**config.mk**
```make
export PLATFORM = sky130hd
export DESIGN_NAME = as2650_bus_arbiter
export DESIGN_NICKNAME = d
export VERILOG_FILES = /design/src/rtl/as2650_bus_arbiter.sv
export SDC_FILE = /design/constraint.sdc
export NUM_CORES = 1
export LEC_CHECK = 0
export ABC_AREA = 1
export BUFFER_PORTS_ARGS = -buffer_cell sky130_fd_sc_hd__clkbuf_2
export CAP_MARGIN = 20
export CELL_PAD_IN_SITES_DETAIL_PLACEMENT = 1
export CELL_PAD_IN_SITES_GLOBAL_PLACEMENT = 1
export CORE_UTILIZATION = 33
export CTS_BUF_LIST = sky130_fd_sc_hd__clkbuf_8
export CTS_CLUSTER_SIZE = 28
export DETAILED_ROUTE_END_ITERATION = 7
export PLACE_DENSITY_LB_ADDON = 0.15
export RECOVER_POWER = 50
export SKIP_LAST_GASP = 1
export SLEW_MARGIN = 20
export SYNTH_ARGS = -nofsm -noshare
export SYNTH_HDL_FRONTEND = slang
export SYNTH_SLANG_ARGS = --single-unit
```
**constraint.sdc**
```tcl
create_clock -name clk -period 1.5 [get_ports clk]
set_input_delay 0.15 -clock clk [delete_from_list [all_inputs] [get_ports clk]]
set_output_delay 0.15 -clock clk [all_outputs]
set_load 0.01 [all_outputs]
```
**src/rtl/as2650_bus_arbiter.sv**
```systemverilog
// AS2650 external bus arbiter.
// Shares the 13-bit external memory/IO bus between the AS2650 core and a
// DMA/loader master. A single-cycle request becomes a timed bus cycle:
// SETUP, then one or more ACCESS cycles, then DONE. The core is held off
// through cpu_stall. The DMA side gets a one-cycle dma_ack.
//
// state     | meaning
// ----------+---------------------------------------------------------------
// ST_IDLE   | bus free; arbitrate and latch the winner's address and data
// ST_SETUP  | address stable, strobes high, pads drive if the cycle writes
// ST_ACCESS | strobe active; stays here WAIT_STATES+1 cycles
// ST_DONE   | strobes high, write data held; completes the cycle for the master

module as2650_bus_arbiter #(
  parameter int ADR_W       = 13,
  parameter int WAIT_STATES = 1
) (
  input  logic             clk,
  input  logic             rst,
  // core side
  input  logic             cpu_opreq,
  input  logic             cpu_rw,
  input  logic             cpu_m_io,
  input  logic [ADR_W-1:0] cpu_adr,
  input  logic [7:0]       cpu_dout,
  output logic [7:0]       cpu_din,
  output logic             cpu_stall,
  // DMA / loader side
  input  logic             dma_req,
  input  logic             dma_we,
  input  logic [ADR_W-1:0] dma_adr,
  input  logic [7:0]       dma_dout,
  output logic [7:0]       dma_din,
  output logic             dma_ack,
  // pad side
  output logic [ADR_W-1:0] ext_adr,
  output logic [7:0]       ext_dout,
  input  logic [7:0]       ext_din,
  output logic             ext_oeb,
  output logic             ext_oe_n,
  output logic             ext_we_n,
  output logic             ext_m_io
);

  localparam logic [1:0] ST_IDLE   = 2'd0;
  localparam logic [1:0] ST_SETUP  = 2'd1;
  localparam logic [1:0] ST_ACCESS = 2'd2;
  localparam logic [1:0] ST_DONE   = 2'd3;

  localparam logic GNT_CPU = 1'b0;
  localparam logic GNT_DMA = 1'b1;

  // Wait-state count reloaded on every entry to ACCESS.
  localparam logic [3:0] WS_LOAD = 4'(WAIT_STATES);

  logic [1:0] state_q;
  logic [1:0] state_d;
  logic       gnt_q;
  logic       last_gnt_q;
  logic       wr_q;
  logic       wr_d;
  logic [3:0] ws_q;
  logic       ws_done;
  logic       grant_now;
  logic       grant_sel;
  logic       grant_wr;
  logic       oeb_d;
  logic       oe_n_d;
  logic       we_n_d;

  assign ws_done   = (ws_q == 4'd0);
  assign grant_now = (state_q == ST_IDLE) && (cpu_opreq || dma_req);

  // Pick a winner. When both ask at once, the one not served last wins, so
  // saturating masters alternate.
  always_comb begin
    grant_sel = GNT_CPU;
    if (cpu_opreq && dma_req) begin
      grant_sel = ~last_gnt_q;
    end else if (dma_req) begin
      grant_sel = GNT_DMA;
    end
    grant_wr = (grant_sel == GNT_DMA) ? dma_we : cpu_rw;
  end

  // Next-state sequencing of the bus cycle.
  always_comb begin
    state_d = state_q;
    case (state_q)
      ST_IDLE:   if (grant_now) state_d = ST_SETUP;
      ST_SETUP:  state_d = ST_ACCESS;
      ST_ACCESS: if (ws_done) state_d = ST_DONE;
      ST_DONE:   state_d = ST_IDLE;
      default:   state_d = ST_IDLE;
    endcase
  end

  // Next value of the cycle direction, so the pad controls below can be
  // registered straight from next-state terms.
  always_comb begin
    wr_d = wr_q;
    if (grant_now) begin
      wr_d = grant_wr;
    end
  end

  // Pad control decode. The pads drive from SETUP through DONE on writes.
  // The DONE cycle gives write data hold time after we_n rises.
  always_comb begin
    oeb_d  = ~(wr_d && (state_d != ST_IDLE));
    oe_n_d = ~((state_d == ST_ACCESS) && !wr_d);
    we_n_d = ~((state_d == ST_ACCESS) &&  wr_d);
  end

  // State register.
  always_ff @(posedge clk) begin
    if (rst) begin
      state_q <= ST_IDLE;
    end else begin
      state_q <= state_d;
    end
  end

  // Wait-state down-counter. Loaded in SETUP. ACCESS ends when it reaches zero.
  always_ff @(posedge clk) begin
    if (rst) begin
      ws_q <= 4'd0;
    end else if (state_q == ST_SETUP) begin
      ws_q <= WS_LOAD;
    end else if ((state_q == ST_ACCESS) && !ws_done) begin
      ws_q <= ws_q - 4'd1;
    end
  end

  // Latch the winner's request when the grant is made. Later changes on the
  // request buses do not reach the pads until the next grant.
  always_ff @(posedge clk) begin
    if (rst) begin
      gnt_q    <= GNT_CPU;
      wr_q     <= 1'b0;
      ext_adr  <= '0;
      ext_dout <= 8'h00;
      ext_m_io <= 1'b1;
    end else if (grant_now) begin
      gnt_q <= grant_sel;
      wr_q  <= grant_wr;
      if (grant_sel == GNT_DMA) begin
        ext_adr  <= dma_adr;
        ext_dout <= dma_dout;
        ext_m_io <= 1'b1;
      end else begin
        ext_adr  <= cpu_adr;
        ext_dout <= cpu_dout;
        ext_m_io <= cpu_m_io;
      end
    end
  end

  // Remember the master just served. The reset value favours the CPU on the
  // first tie.
  always_ff @(posedge clk) begin
    if (rst) begin
      last_gnt_q <= GNT_DMA;
    end else if (state_q == ST_DONE) begin
      last_gnt_q <= gnt_q;
    end
  end

  // Registered pad strobes and the pad direction. All three are released
  // on reset.
  always_ff @(posedge clk) begin
    if (rst) begin
      ext_oeb  <= 1'b1;
      ext_oe_n <= 1'b1;
      ext_we_n <= 1'b1;
    end else begin
      ext_oeb  <= oeb_d;
      ext_oe_n <= oe_n_d;
      ext_we_n <= we_n_d;
    end
  end

  // Capture read data at the edge that ends the last ACCESS cycle. Each
  // master's copy holds until its next read.
  always_ff @(posedge clk) begin
    if (rst) begin
      cpu_din <= 8'h00;
      dma_din <= 8'h00;
    end else if ((state_q == ST_ACCESS) && ws_done && !wr_q) begin
      if (gnt_q == GNT_CPU) begin
        cpu_din <= ext_din;
      end else begin
        dma_din <= ext_din;
      end
    end
  end

  // Completion signalling. The core is released for exactly one cycle, in DONE.
  assign cpu_stall = cpu_opreq && !((state_q == ST_DONE) && (gnt_q == GNT_CPU));
  assign dma_ack   = (state_q == ST_DONE) && (gnt_q == GNT_DMA);

endmodule

```
-- After elaboration in Yosys (flattened, before gate mapping)
Cells that the tools add are included.
- add/sub/neg operators: 1
- eq/ne operators: 4
- mux-type cells: 12
- bitwise logic cells: 5
- reduce and logical (&&, ||, !) cells: 23
- operators with widths (kind ; number):
    2-to-1 mux 13 bit ; 1
    logical AND 1 bit ; 11
    2-to-1 mux 8 bit ; 1
    case mux 2 bit (4 select lines) ; 1
    2-to-1 mux 1 bit ; 7
    == test 2 bit (second input constant) ; 3
    NOT 1 bit ; 5
    zero test 1 bit ; 4
    zero test 4 bit ; 1
    2-to-1 mux 2 bit ; 2
    AND reduction 2 bit ; 2
    nonzero test 2 bit ; 2
    subtractor 4 x 1 -> 4 bit (second input constant) ; 1
    == test 2 x 1 -> 1 bit (second input constant) ; 1
    zero test 2 bit ; 1
    OR reduction 2 bit ; 1
    logical OR 1 bit ; 1
- register bits after elaboration: 50
- output and inout port bits: 43
- word-level logic and storage cells: 59

-- Logic depth before layout (Yosys ltp)
Gate-level depths: netlist of run 1.
- depth after elaboration: 7
- mapped depth: 9
- depth with buffers taken out: 8

-- Worst setup path after synthesis of run 1
Ideal clock, no wire load.
- kind: flip-flop to flip-flop
- start: register state_q[0]
- end: register ext_adr[10]
- library setup time: 117 ps
- arrival time: 1219 ps
- required time: 1383 ps
- slack: 164 ps
- cell stages (with the launch flop): 9
- period minus slack after synthesis: 1336 ps
- cells stage by stage: dfxtp_1 > inv_1 > ha_1 > inv_2 > nor2_8 > buf_4 > nand2_1 > a21oi_1 > nor2_1
- word-level cells in the longest chain between the ends: 2
- ends and longest elaborated chain (what ; RTL line ; source):
    start, declared ; 56 ; logic [1:0] state_q;
    start signal, assigned ; 120 ; state_q <= state_d;
    zero test 2 bit ; 72 ; assign grant_now = (state_q == ST_IDLE) && (cpu_opreq || dma_req);
    logical AND 1 bit ; 72 ;
    end signal, assigned ; 148 ; ext_adr <= dma_adr;
    end signal, assigned ; 152 ; ext_adr <= cpu_adr;
    end, declared ; 36 ; output logic [ADR_W-1:0] ext_adr,
No other way between the ends.
A chain may end at the register's enable or synchronous reset.

-- Final worst setup path of run 1
- start: register state_q[1]
- end: output port cpu_stall
- word-level cells in the longest chain between the ends: 4
- ends and longest elaborated chain (what ; RTL line ; source):
    == test 2 bit ; 199 ; assign cpu_stall = cpu_opreq && !((state_q == ST_DONE) && (gnt_q == GNT_CPU));
    logical AND 1 bit ; 199 ;
    zero test 1 bit ; 199 ;
    logical AND 1 bit ; 199 ;
    end, declared ; 27 ; output logic cpu_stall,
No other way between the ends.

==> results of run 1 <==
-- cell type report --
type,count,area [sq um],area share
tap,96,120,0.0392
timing repair buffer,108,549,0.179
multi-input combinational,243,1160,0.378
clock buffer,5,68.8,0.0225
inverter,38,143,0.0466
clock inverter,3,18.8,0.00613
sequential,50,1000,0.328
-- timing repair --
action	CTS	global route
hold buffers	0	0
setup endpoints to repair	0	28
resized for setup	0	10
buffers inserted	0	2
-- worst min-delay path: cells and delay by family --
family | cells | cell delay, ns
buffers and inverters | 1 | 0.07
AO/OA/AOI/OAI | 1 | 0.06
AND/OR/NAND/NOR | 1 | 0.05
-- state kept, by name, indices dropped and copies added (netlist names) --
register / flops
ext_we_n: 1
ext_m_io: 1
ext_oeb: 1
last_gnt_q: 1
gnt_q: 1
dma_din: 8
ws_q: 4
ext_oe_n: 1
ext_dout: 8
state_q: 2
cpu_din: 8
wr_q: 1
ext_adr: 13
-- layer usage --
layer | GRT usage | wire length [um] | share of wire | vias up
li1 | - | - | - | 1263
met1 | 0.214 | 2920 | 0.45 | 1104
met2 | 0.302 | 3080 | 0.47 | 67
met3 | 0.0486 | 437 | 0.067 | 8
met4 | 0.0500 | 87 | 0.013 | 0
met5 | 0 | 0 | 0 | -
-- kinds of logic (layout without fill, tap and decap cells) --
logic type / Yosys count / after routing / synth area share
AND/OR/NAND/NOR: 182 / 184 / 0.326
adder cells (fa/ha/maj): 5 / 5 / 0.0267
buffers and inverters: 53 / 154 / 0.103
AO/OA/AOI/OAI: 54 / 54 / 0.117
flip-flops: 50 / 50 / 0.428
-- power by group through the flow --
| stage | clock [mW] | sequential, mW | combinational (mW) |
|---|---|---|---|
| finish | 0.799 | 1.73 | 1.64 |
| global placement | 0 | 1.74 | 1.51 |
| floorplan | 0 | 1.83 | 0.927 |
| global route | 0.884 | 1.77 | 1.86 |
| detailed placement | 0 | 1.75 | 1.54 |
| CTS | 0.837 | 1.73 | 1.55 |
-- worst paths after layout --
check	end	slack (ns)	cells past startpoint
worst max-delay path	cpu_stall	0.10	3
worst min-delay path	ext_m_io	0.06	3
worst max register to register	cpu_din[0]	0.10	8
worst min register to register	ext_m_io	0.47	2
-- cells in the mapped netlist (all sizes together) --
cell type | instances | share of area
nand2 | 100 | 0.16
nor2 | 69 | 0.13
dfxtp | 50 | 0.43
inv | 38 | 0.061
a21oi | 29 | 0.062
o21ai | 24 | 0.051
buf | 13 | 0.037
nand3 | 12 | 0.036
ha | 5 | 0.027
clkbuf | 2 | 0.0048
nand4 | 1 | 0.0027
o211ai | 1 | 0.0032
-- per-stage QoR --
step                hold WS (ns)  total power, mW  TNS (ns)  area (sq um)  setup WS, ns
detailed placement         0.373             3.29         0          2920        0.0249
global placement           0.374             3.25         0          2920         0.101
floorplan                  0.278             2.76         0          2340         0.164
global route              0.0526             4.51   -0.0216          3060       -0.0216
finish                    0.0592             4.17         0          3060         0.100
CTS                       0.0527             4.11         0          3010        0.0182
==> results by group, run 1 <==
Floorplan
  – Die Ht: about 86 um
  – Die footprint: between 7000 and 8000 sq um
  – Row count: 30
  – Starting Density: 0.342
  – Core area: just under 7000 sq um
  – Die width: between 80 and 90 um
  – I/O pin count: 100

Min path
  – Worst hold path type: input pin to flip-flop
  – Min-delay src: cpu_m_io

CTS
  – TritonCTS clock tree: yes
  – CTS H-tree depth: 2
  – Clock root cell: clkbuf_8
  – Clk buf depth: 2
  – Clk Latency, worst-skew pair: just over 0.3 ns
  – CTS clk-pin slew, worst paths: roughly 0.10 ns
  – Clk sinks: 50
  – Num CTS Buffers: 5

Worst setup path
  – CP bufs+invs: 1
  – Critical-path cell list: ha_1 > a21oi_1 > clkbuf_2
  – Kind of critical path: flip-flop to primary output
  – Crit-path max FO: 3
  – Startpoint types: flip-flop
  – Critical Path RT: between 1 and 1.5 ns
  – Worst Path Arrival: 1.25 ns
  – Worst reg2reg path startpoint: ws_q[0]
  – Worst path slowest cell: dfxtp_1
  – Crit. End Element: primary output
  – Largest delay share family, worst path: flip-flops
  – CP startpoint: state_q[1]
  – CP max stage delay: around 0.36 ns

Synthesis
  – Post-synthesis sequential area ratio: 0.428
  – Yosys reg bits: 50
  – Ys Warns: 0
  – Post-Syn Area: approximately 2300 sq um
  – Yosys cell types: 22
  – Gate Count Post-Synth: 344
  – Synth Area per Inst: between 6 and 7 sq um
  – Syn nets: 406

Final layout
  – Area grow syn2layout: 30.8%
  – # nets final: between 500 and 600
  – Layout cell share with drive strength beyond 1: 0.206
  – Filler Cells Inserted: approximately 960
  – Commonest non-fill, non-tap cell in the layout: nand2_1
  – Final std cells w/o fill: 543
  – Final core utilization: 0.448
  – Antenna Cells: 0
  – Commonest cells after routing, fill and taps aside: nand2_1 (99), nor2_1 (65), clkbuf_2 (58)

Routing
  – Routed len/inst: 12.0 um
  – DR iter-0 viols: 75
  – Vias after detailed routing: roughly 2400
  – WL final: roughly 6500 um
  – Drc violations: 0
  – Number of vias per cell: roughly 4.5
  – Detail Route Antenna Nets: 0
  – Initial DRT Pass Iterations: 4

Place
  – Placer Congestion: between 0.7 and 0.8
  – DP Wirelength: roughly 4700 um
  – Placed Cells: about 530
  – IO buf count: 99

Power and ir drop
  – Seq pwr share: 0.415
  – Switching share of total power: 0.385
  – Leak Pwr: between 1.5 and 2 nW
  – Int Pwr: about 2.6 mW
  – Peak supply drop: between 0.5 and 0.6 mV
  – Clk pwr share: 0.192
  – Power per cell area: 1360 nW/um^2
  – Gate power share: 0.393
  – Net Switching: 1.61 mW

Timing
  – Max frequency: between 700 and 800 MHz
  – Worst-margin pin slew: about 0.41 ns
  – Ratio of final minimum period to clock period: 0.933
  – Pins over their slew limit: 0
  – Clock skew: 0.0103 ns
  – Slew Limit Headroom: 0.727
  – Fin crit period: between 1 and 1.5 ns
  – Final hold violations: 0
  – Finish-stage setup viols: 0

GRT
  – GRT overflow: 0
  – Vias in the first global route: ~2400
  – GRT Total Usage: 0.176
  – Global-route wire length before repair: roughly 11000 um
  – Largest net degree at the start of global routing: 33
  – Initial antenna violation count: 0

Job
  – Maxcap violations: 0

Run status
  – Status: finished, final reports clean
Power figures use the tool's default switching activity.
==> run 2, diff against run 1 <==
--- a/config.mk
+++ b/config.mk
@@ -16,6 +16,7 @@
 export DETAILED_ROUTE_END_ITERATION = 7
 export PLACE_DENSITY_LB_ADDON = 0.15
 export RECOVER_POWER = 50
+export SETUP_SLACK_MARGIN = 0.4
 export SKIP_LAST_GASP = 1
 export SLEW_MARGIN = 20
 export SYNTH_ARGS = -nofsm -noshare
==> run 2 against run 1 <==
Compared with the run above:
- clock skew barely moved
- die area did not move
- sequential share of layout area fell by 4.1 points
- critical path type is now flip-flop to flip-flop
- via count rose by 3.5%
- clock power rose by 25%
- non-clock buffer count rose by 15
- critical path depth rose by 5
==> results by group, run 2 (synthesis results as in run 1) <==
CTS
  – CTS clk-pin slew, worst paths: 0.10 ns (about the same)
  – Clk Latency, worst-skew pair: 0.31 ns (about the same)
  – Num CTS Buffers: 5 (unchanged)
  – Clk sinks: 50 (unchanged)
  – CTS H-tree depth: 2 (unchanged)
  – TritonCTS clock tree: yes (unchanged)
  – Clock root cell: clkbuf_8 (unchanged)
  – Clk buf depth: 2 (unchanged)

GRT
  – Met1 Use GR: 0.235 (was 0.214)
  – Busiest metal layer after global routing: met2 (unchanged)
  – Vias in the first global route: 2456 (was 2422)
  – GR Util met3: 0.0505 (was 0.0486)
  – Initial antenna violation count: 0 (unchanged)
  – Global-route wire length before repair: 11300 um (was 10500 um)
  – GRT overflow: 0 (unchanged)
  – Met2 Track Usage GR: 0.330 (was 0.302)
  – GRT Total Usage: 0.191 (was 0.176)
  – Largest net degree at the start of global routing: 22 (was 33)

Timing
  – Setup TNS after final layout: 0 ns (unchanged)
  – Pins over their slew limit: 0 (unchanged)
  – Worst-margin pin slew: 0.421 ns (was 0.409 ns)
  – Clock skew: 0.0101 ns (was 0.0103 ns)
  – Slew Limit Headroom: 0.719 (was 0.727)
  – Final hold slack: 0.0532 ns (was 0.0592 ns)
  – Ratio of final minimum period to clock period: 0.922 (was 0.933)
  – Max frequency: 723 MHz (was 714 MHz)
  – Final hold violations: 0 (unchanged)
  – Finish-stage setup viols: 0 (unchanged)
  – RSZ-0062 raised after global routing: yes
  – Fin crit period: 1.38 ns (was 1.40 ns)

Final layout
  – Antenna Cells: 0 (unchanged)
  – Commonest cells after routing, fill and taps aside: nand2_1 (73), nor2_1 (57), clkbuf_2 (57) (was nand2_1 (99), nor2_1 (65), clkbuf_2 (58))
  – Area grow syn2layout: 51.0% (was 30.8%)
  – Layout cell share with drive strength beyond 1: 0.376 (was 0.206)
  – Most flops, register: ext_adr (unchanged)
  – Final std cells w/o fill: 559 (was 543)
  – Design Area, Final: 3530 sq um (was 3060 sq um)
  – Commonest non-fill, non-tap cell in the layout: nand2_1 (unchanged)
  – Max reg flops: 13 (unchanged)
  – # nets final: 524 (was 508)

Routing
  – Drc violations: 0 (unchanged)
  – Number of vias per cell: 4.52 (was 4.50)
  – Initial DRT Pass Iterations: 2 (was 4)
  – Detail Route Antenna Nets: 0 (unchanged)
  – WL final: 7060 um (was 6530 um)
  – Vias after detailed routing: 2527 (was 2442)
  – Routed len/inst: 12.6 um (was 12.0 um)
  – DR iter-0 viols: 71 (was 75)

Worst setup path
  – Worst Path Arrival: 1.58 ns (was 1.25 ns)
  – FF-to-FF End: ext_oeb (was cpu_din[0])
  – Crit-path max FO: 4 (was 3)
  – Startpoint types: flip-flop (unchanged)
  – Reg2reg path depth: 8 (unchanged)
  – Crit. End Element: flip-flop (was primary output)
  – Critical Path RT: 1.69 ns (was 1.35 ns)
  – Worst reg2reg path startpoint: state_q[0] (was ws_q[0])
  – Kind of critical path: flip-flop to flip-flop (was flip-flop to primary output)
  – CP startpoint: state_q[0] (was state_q[1])
  – Reg-to-reg setup timing slack: 0.12 ns (was 0.10 ns)

Job
  – Maxcap violations: 0 (unchanged)

Floorplan
  – Die width: 86.2 um (unchanged)
  – Die Ht: 86.2 um (unchanged)
  – I/O pin count: 100 (unchanged)
  – Core area: 6830 sq um (unchanged)
  – Starting Density: 0.342 (unchanged)
  – Die footprint: 7430 sq um (unchanged)
  – Row count: 30 (unchanged)

Place
  – Dpl cell area: 3000 sq um (was 2920 sq um)
  – DP Wirelength: 4770 um (was 4670 um)
  – Placed Cells: 531 (unchanged)
  – IO buf count: 99 (unchanged)
  – Placer Congestion: 0.778 (was 0.799)

Power and ir drop
  – Leak Pwr: 1.67 nW (was 1.53 nW)
  – Peak supply drop: 0.455 mV (was 0.523 mV)
  – Design Power: 4.96 mW (was 4.17 mW)
  – Power per cell area: 1400 nW/um^2 (was 1360 nW/um^2)

Min path
  – Min-delay src: dma_dout[3] (was cpu_m_io)
  – WHS Path Cells: 3 (unchanged)
  – Worst hold path type: input pin to flip-flop (unchanged)
  – Hold endpoint: ext_dout[3] (was ext_m_io)

Run status
  – Status: finished, final reports clean (unchanged)
run 2: cell count changes in the layout (fill, tap and decap cells not counted), moves of 8 or more:
cell     previous run  this run
buf_6               0         8
a21oi_2             0        16
nor2_1             65        57
a21oi_1            29        12
nand2_1            99        73
nand2_2             1        21
run 2: where the power goes:
part	leakage (nW)	internal [mW]	switching [mW]	total, mW
clock network	0.0585	0.501	0.498	1.00
logic	1.20	0.957	1.26	2.21
registers	0.413	1.59	0.155	1.75
total	1.67	3.05	1.91	4.96
run 2: cell type report:
cell class / instances / area (sq um)
Clock buffer: 5 / 68.8
Clock inverter: 3 / 43.8
Fill cell: 925 / 3300
Inverter: 38 / 158
Multi-Input combinational cell: 244 / 1410
Sequential cell: 50 / 1010
Tap cell: 96 / 120
Timing Repair Buffer: 123 / 719
run 2: critical path: stages (launching register included):
cell and delay [ns]:
dfxtp_4 0.39, inv_6 0.05, ha_4 0.17, buf_4 0.13, buf_6 0.12, nand2_1 0.16
nand2_2 0.08, nand2_2 0.09, nand3_2 0.07
run 2: through the flow:
stage	util	setup WS (ns)
6_report	0.517	0.117
5_1_grt	0.517	0.0598
4_1_cts	0.483	0.161
3_5_place_dp	0.439	0.0841
3_3_place_gp	0.439	0.180
2_1_floorplan	-	0.278
run 2: worst max-delay path by stage:
stage	endpoint	slack, ns	depth (start not counted)
3_3_place_gp	ext_adr[5]	0.18	8
5_1_grt	ext_we_n	0.06	8
4_1_cts	cpu_stall	0.16	3
2_1_floorplan	cpu_din[0]	0.28	8
6_report	ext_oeb	0.12	8
3_5_place_dp	ext_adr[7]	0.08	8
run 2: what timing repair did:
item                       CTS  global route
hold buffers                 0             0
gates cloned                 4             1
pin swaps                    9            39
setup buffers                7             8
setup endpoints to repair   49            50
gates resized for setup     24            69
run 2: routing by layer:
layer | share of wire | up-vias | wire [um]
met5 | 0 | - | 0
met4 | 0.0096 | 0 | 68
met3 | 0.065 | 7 | 456
met2 | 0.50 | 65 | 3530
met1 | 0.43 | 1156 | 3010
li1 | - | 1299 | -
==> run 3, diff against run 2 <==
--- a/config.mk
+++ b/config.mk
@@ -10,11 +10,12 @@
 export CAP_MARGIN = 20
 export CELL_PAD_IN_SITES_DETAIL_PLACEMENT = 1
 export CELL_PAD_IN_SITES_GLOBAL_PLACEMENT = 1
+export CORE_ASPECT_RATIO = 1.2
 export CORE_UTILIZATION = 33
 export CTS_BUF_LIST = sky130_fd_sc_hd__clkbuf_8
 export CTS_CLUSTER_SIZE = 28
 export DETAILED_ROUTE_END_ITERATION = 7
-export PLACE_DENSITY_LB_ADDON = 0.15
+export PLACE_DENSITY = 0.78
 export RECOVER_POWER = 50
 export SETUP_SLACK_MARGIN = 0.4
 export SKIP_LAST_GASP = 1
==> run 3 against run 2 <==
Compared with the run above:
- sequential power hardly changed
- clock skew is 0.00091 ns higher
- maximum frequency is 0.56% lower
- power is 7.3% higher
- worst hold slack better by 0.0096 ns
- first-iteration DRC count is 37% lower
==> results by group, run 3 (synthesis results as in run 1) <==
Timing
  – Ratio of final minimum period to clock period: 0.927 (was 0.922)
  – Finish-stage setup viols: 0 (unchanged)
  – Fin crit period: 1.39 ns (was 1.38 ns)
  – RSZ-0062 raised after global routing: yes (unchanged)
  – Clock skew: 0.0111 ns (was 0.0101 ns)
  – Slew Limit Headroom: 0.783 (was 0.719)
  – Max frequency: 719 MHz (was 723 MHz)
  – Pins over their slew limit: 0 (unchanged)
  – Setup TNS after final layout: 0 ns (unchanged)
  – Worst-margin pin slew: 0.325 ns (was 0.421 ns)
  – Final hold violations: 0 (unchanged)
  – Setup ws final: 0.109 ns (was 0.117 ns)

Worst setup path
  – Worst Path Arrival: 1.60 ns (was 1.58 ns)
  – Crit-path max FO: 7 (was 4)
  – Crit. End Element: flip-flop (unchanged)
  – Kind of critical path: flip-flop to flip-flop (unchanged)
  – Startpoint types: flip-flop (unchanged)
  – Critical Path RT: 1.71 ns (was 1.69 ns)

CTS
  – TritonCTS clock tree: yes (unchanged)
  – Clk sinks: 50 (unchanged)
  – Clk buf depth: 2 (unchanged)
  – Clock root cell: clkbuf_8 (unchanged)
  – Num CTS Buffers: 5 (unchanged)
  – CTS clk-pin slew, worst paths: 0.10 ns (about the same)
  – Clk Latency, worst-skew pair: 0.31 ns (about the same)
  – CTS H-tree depth: 2 (unchanged)

Routing
  – Routed len/inst: 14.6 um (was 12.6 um)
  – Detail Route Antenna Nets: 0 (unchanged)
  – DR iter-0 viols: 45 (was 71)
  – WL final: 8130 um (was 7060 um)
  – Number of vias per cell: 4.76 (was 4.52)
  – Initial DRT Pass Iterations: 4 (was 2)
  – Vias after detailed routing: 2655 (was 2527)
  – Drc violations: 0 (unchanged)

GRT
  – Initial antenna violation count: 0 (unchanged)
  – Global-route wire length before repair: 12100 um (was 11300 um)
  – GRT overflow: 0 (unchanged)
  – GRT Total Usage: 0.211 (was 0.191)
  – Largest net degree at the start of global routing: 26 (was 22)
  – Vias in the first global route: 2589 (was 2456)

Floorplan
  – I/O pin count: 100 (unchanged)
  – Core area: 6850 sq um (was 6830 sq um)
  – Starting Density: 0.341 (was 0.342)
  – Die Ht: 94.2 um (was 86.2 um)
  – Die footprint: 7430 sq um (about the same)
  – Row count: 33 (was 30)
  – Die width: 78.9 um (was 86.2 um)

Job
  – Maxcap violations: 0 (unchanged)

Power and ir drop
  – Peak supply drop: 0.639 mV (was 0.455 mV)
  – Power per cell area: 1430 nW/um^2 (was 1400 nW/um^2)
  – Leak Pwr: 1.75 nW (was 1.67 nW)

Final layout
  – # nets final: 532 (was 524)
  – Commonest non-fill, non-tap cell in the layout: nand2_1 (unchanged)
  – Antenna Cells: 0 (unchanged)
  – Area grow syn2layout: 58.6% (was 51.0%)
  – Multi-input combinational cell area: 1460 sq um (was 1410 sq um)
  – Filler Cells Inserted: 920 (was 925)
  – Layout cell share with drive strength beyond 1: 0.420 (was 0.376)
  – Max reg flops: 13 (unchanged)
  – Most flops, register: ext_adr (unchanged)
  – Commonest cells after routing, fill and taps aside: nand2_1 (69), clkbuf_2 (57), nor2_1 (53) (was nand2_1 (73), nor2_1 (57), clkbuf_2 (57))
  – Sequential Area: 1010 sq um (about the same)

Run status
  – Status: finished, final reports clean (unchanged)

Place
  – DP Wirelength: 4850 um (was 4770 um)
  – IO buf count: 99 (unchanged)
  – Placer Congestion: 0.758 (was 0.778)
  – Setup WS pre-CTS: 0.129 ns (was 0.0841 ns)

Min path
  – Worst hold path type: input pin to flip-flop (unchanged)
run 3: cell count changes in the layout (fill, tap and decap cells not counted), sizes merged:
cell / previous run / this run
clkinv: 1 / 2
inv: 39 / 38
clkbuf: 103 / 105
buf: 25 / 33
bufinv: 1 / 0
nor2: 70 / 69
run 3: repair_timing:
item                       4_1_cts  5_1_grt
hold buffers                     0        0
gates resized for setup         70       50
cloned                           5        1
setup endpoints to repair       48       50
buffers inserted                17        7
pin swaps                       22       20
run 3: power breakdown:
group          total [mW]  leakage [nW]  internal [mW]  switching (mW)
clock network       0.896        0.0544          0.424           0.472
logic                2.65          1.29           1.24            1.41
registers            1.77         0.412           1.59           0.179
total                5.32          1.75           3.26            2.06
run 3: critical path, stage by stage, from the launching register on:
cell and delay (ns):
dfxtp_4 0.39, inv_6 0.05, ha_4 0.16, inv_4 0.08, nor2_8 0.05, buf_12 0.15
buf_12 0.12, buf_16 0.13, o21ai_2 0.11, nor2_1 0.05
run 3: metal layers:
metal  part of all wire  track usage
met3              0.050       0.0524
met2               0.54        0.394
met5                  0            0
met4              0.014       0.0636
met1               0.40        0.232
run 3: through the flow:
stage | cell area, sq um | cells | utilization | hold slack [ns] | total power [mW]
final | 3710 | 558 | 0.541 | 0.0628 | 5.32
after global routing | 3710 | 558 | 0.541 | 0.0574 | 5.68
after CTS | 3540 | 550 | 0.516 | 0.0510 | 5.10
after detailed placement | 2960 | 520 | 0.432 | 0.377 | 3.40
after global placement | 2960 | 520 | 0.432 | 0.367 | 3.34
after floorplan | 2400 | 344 | - | 0.278 | 2.87
run 3: cell type report:
cell class / instances / area share
inverter: 38 / 0.0459
timing repair buffer: 131 / 0.229
sequential: 50 / 0.272
clock buffer: 7 / 0.0260
clock inverter: 1 / 0.00236
multi-input combinational: 243 / 0.392
timing repair inverter: 1 / 0.00303
tap: 87 / 0.0293
run 3: path summary, 6_finish.rpt:
check             depth (start not counted)        start  slack (ns)          end
setup / recovery                          9   state_q[0]        0.11   ext_adr[9]
hold reg to reg                           2   last_gnt_q        0.51   last_gnt_q
hold / removal                            3  dma_adr[12]        0.06  ext_adr[12]
setup reg to reg                          9   state_q[0]        0.11   ext_adr[9]
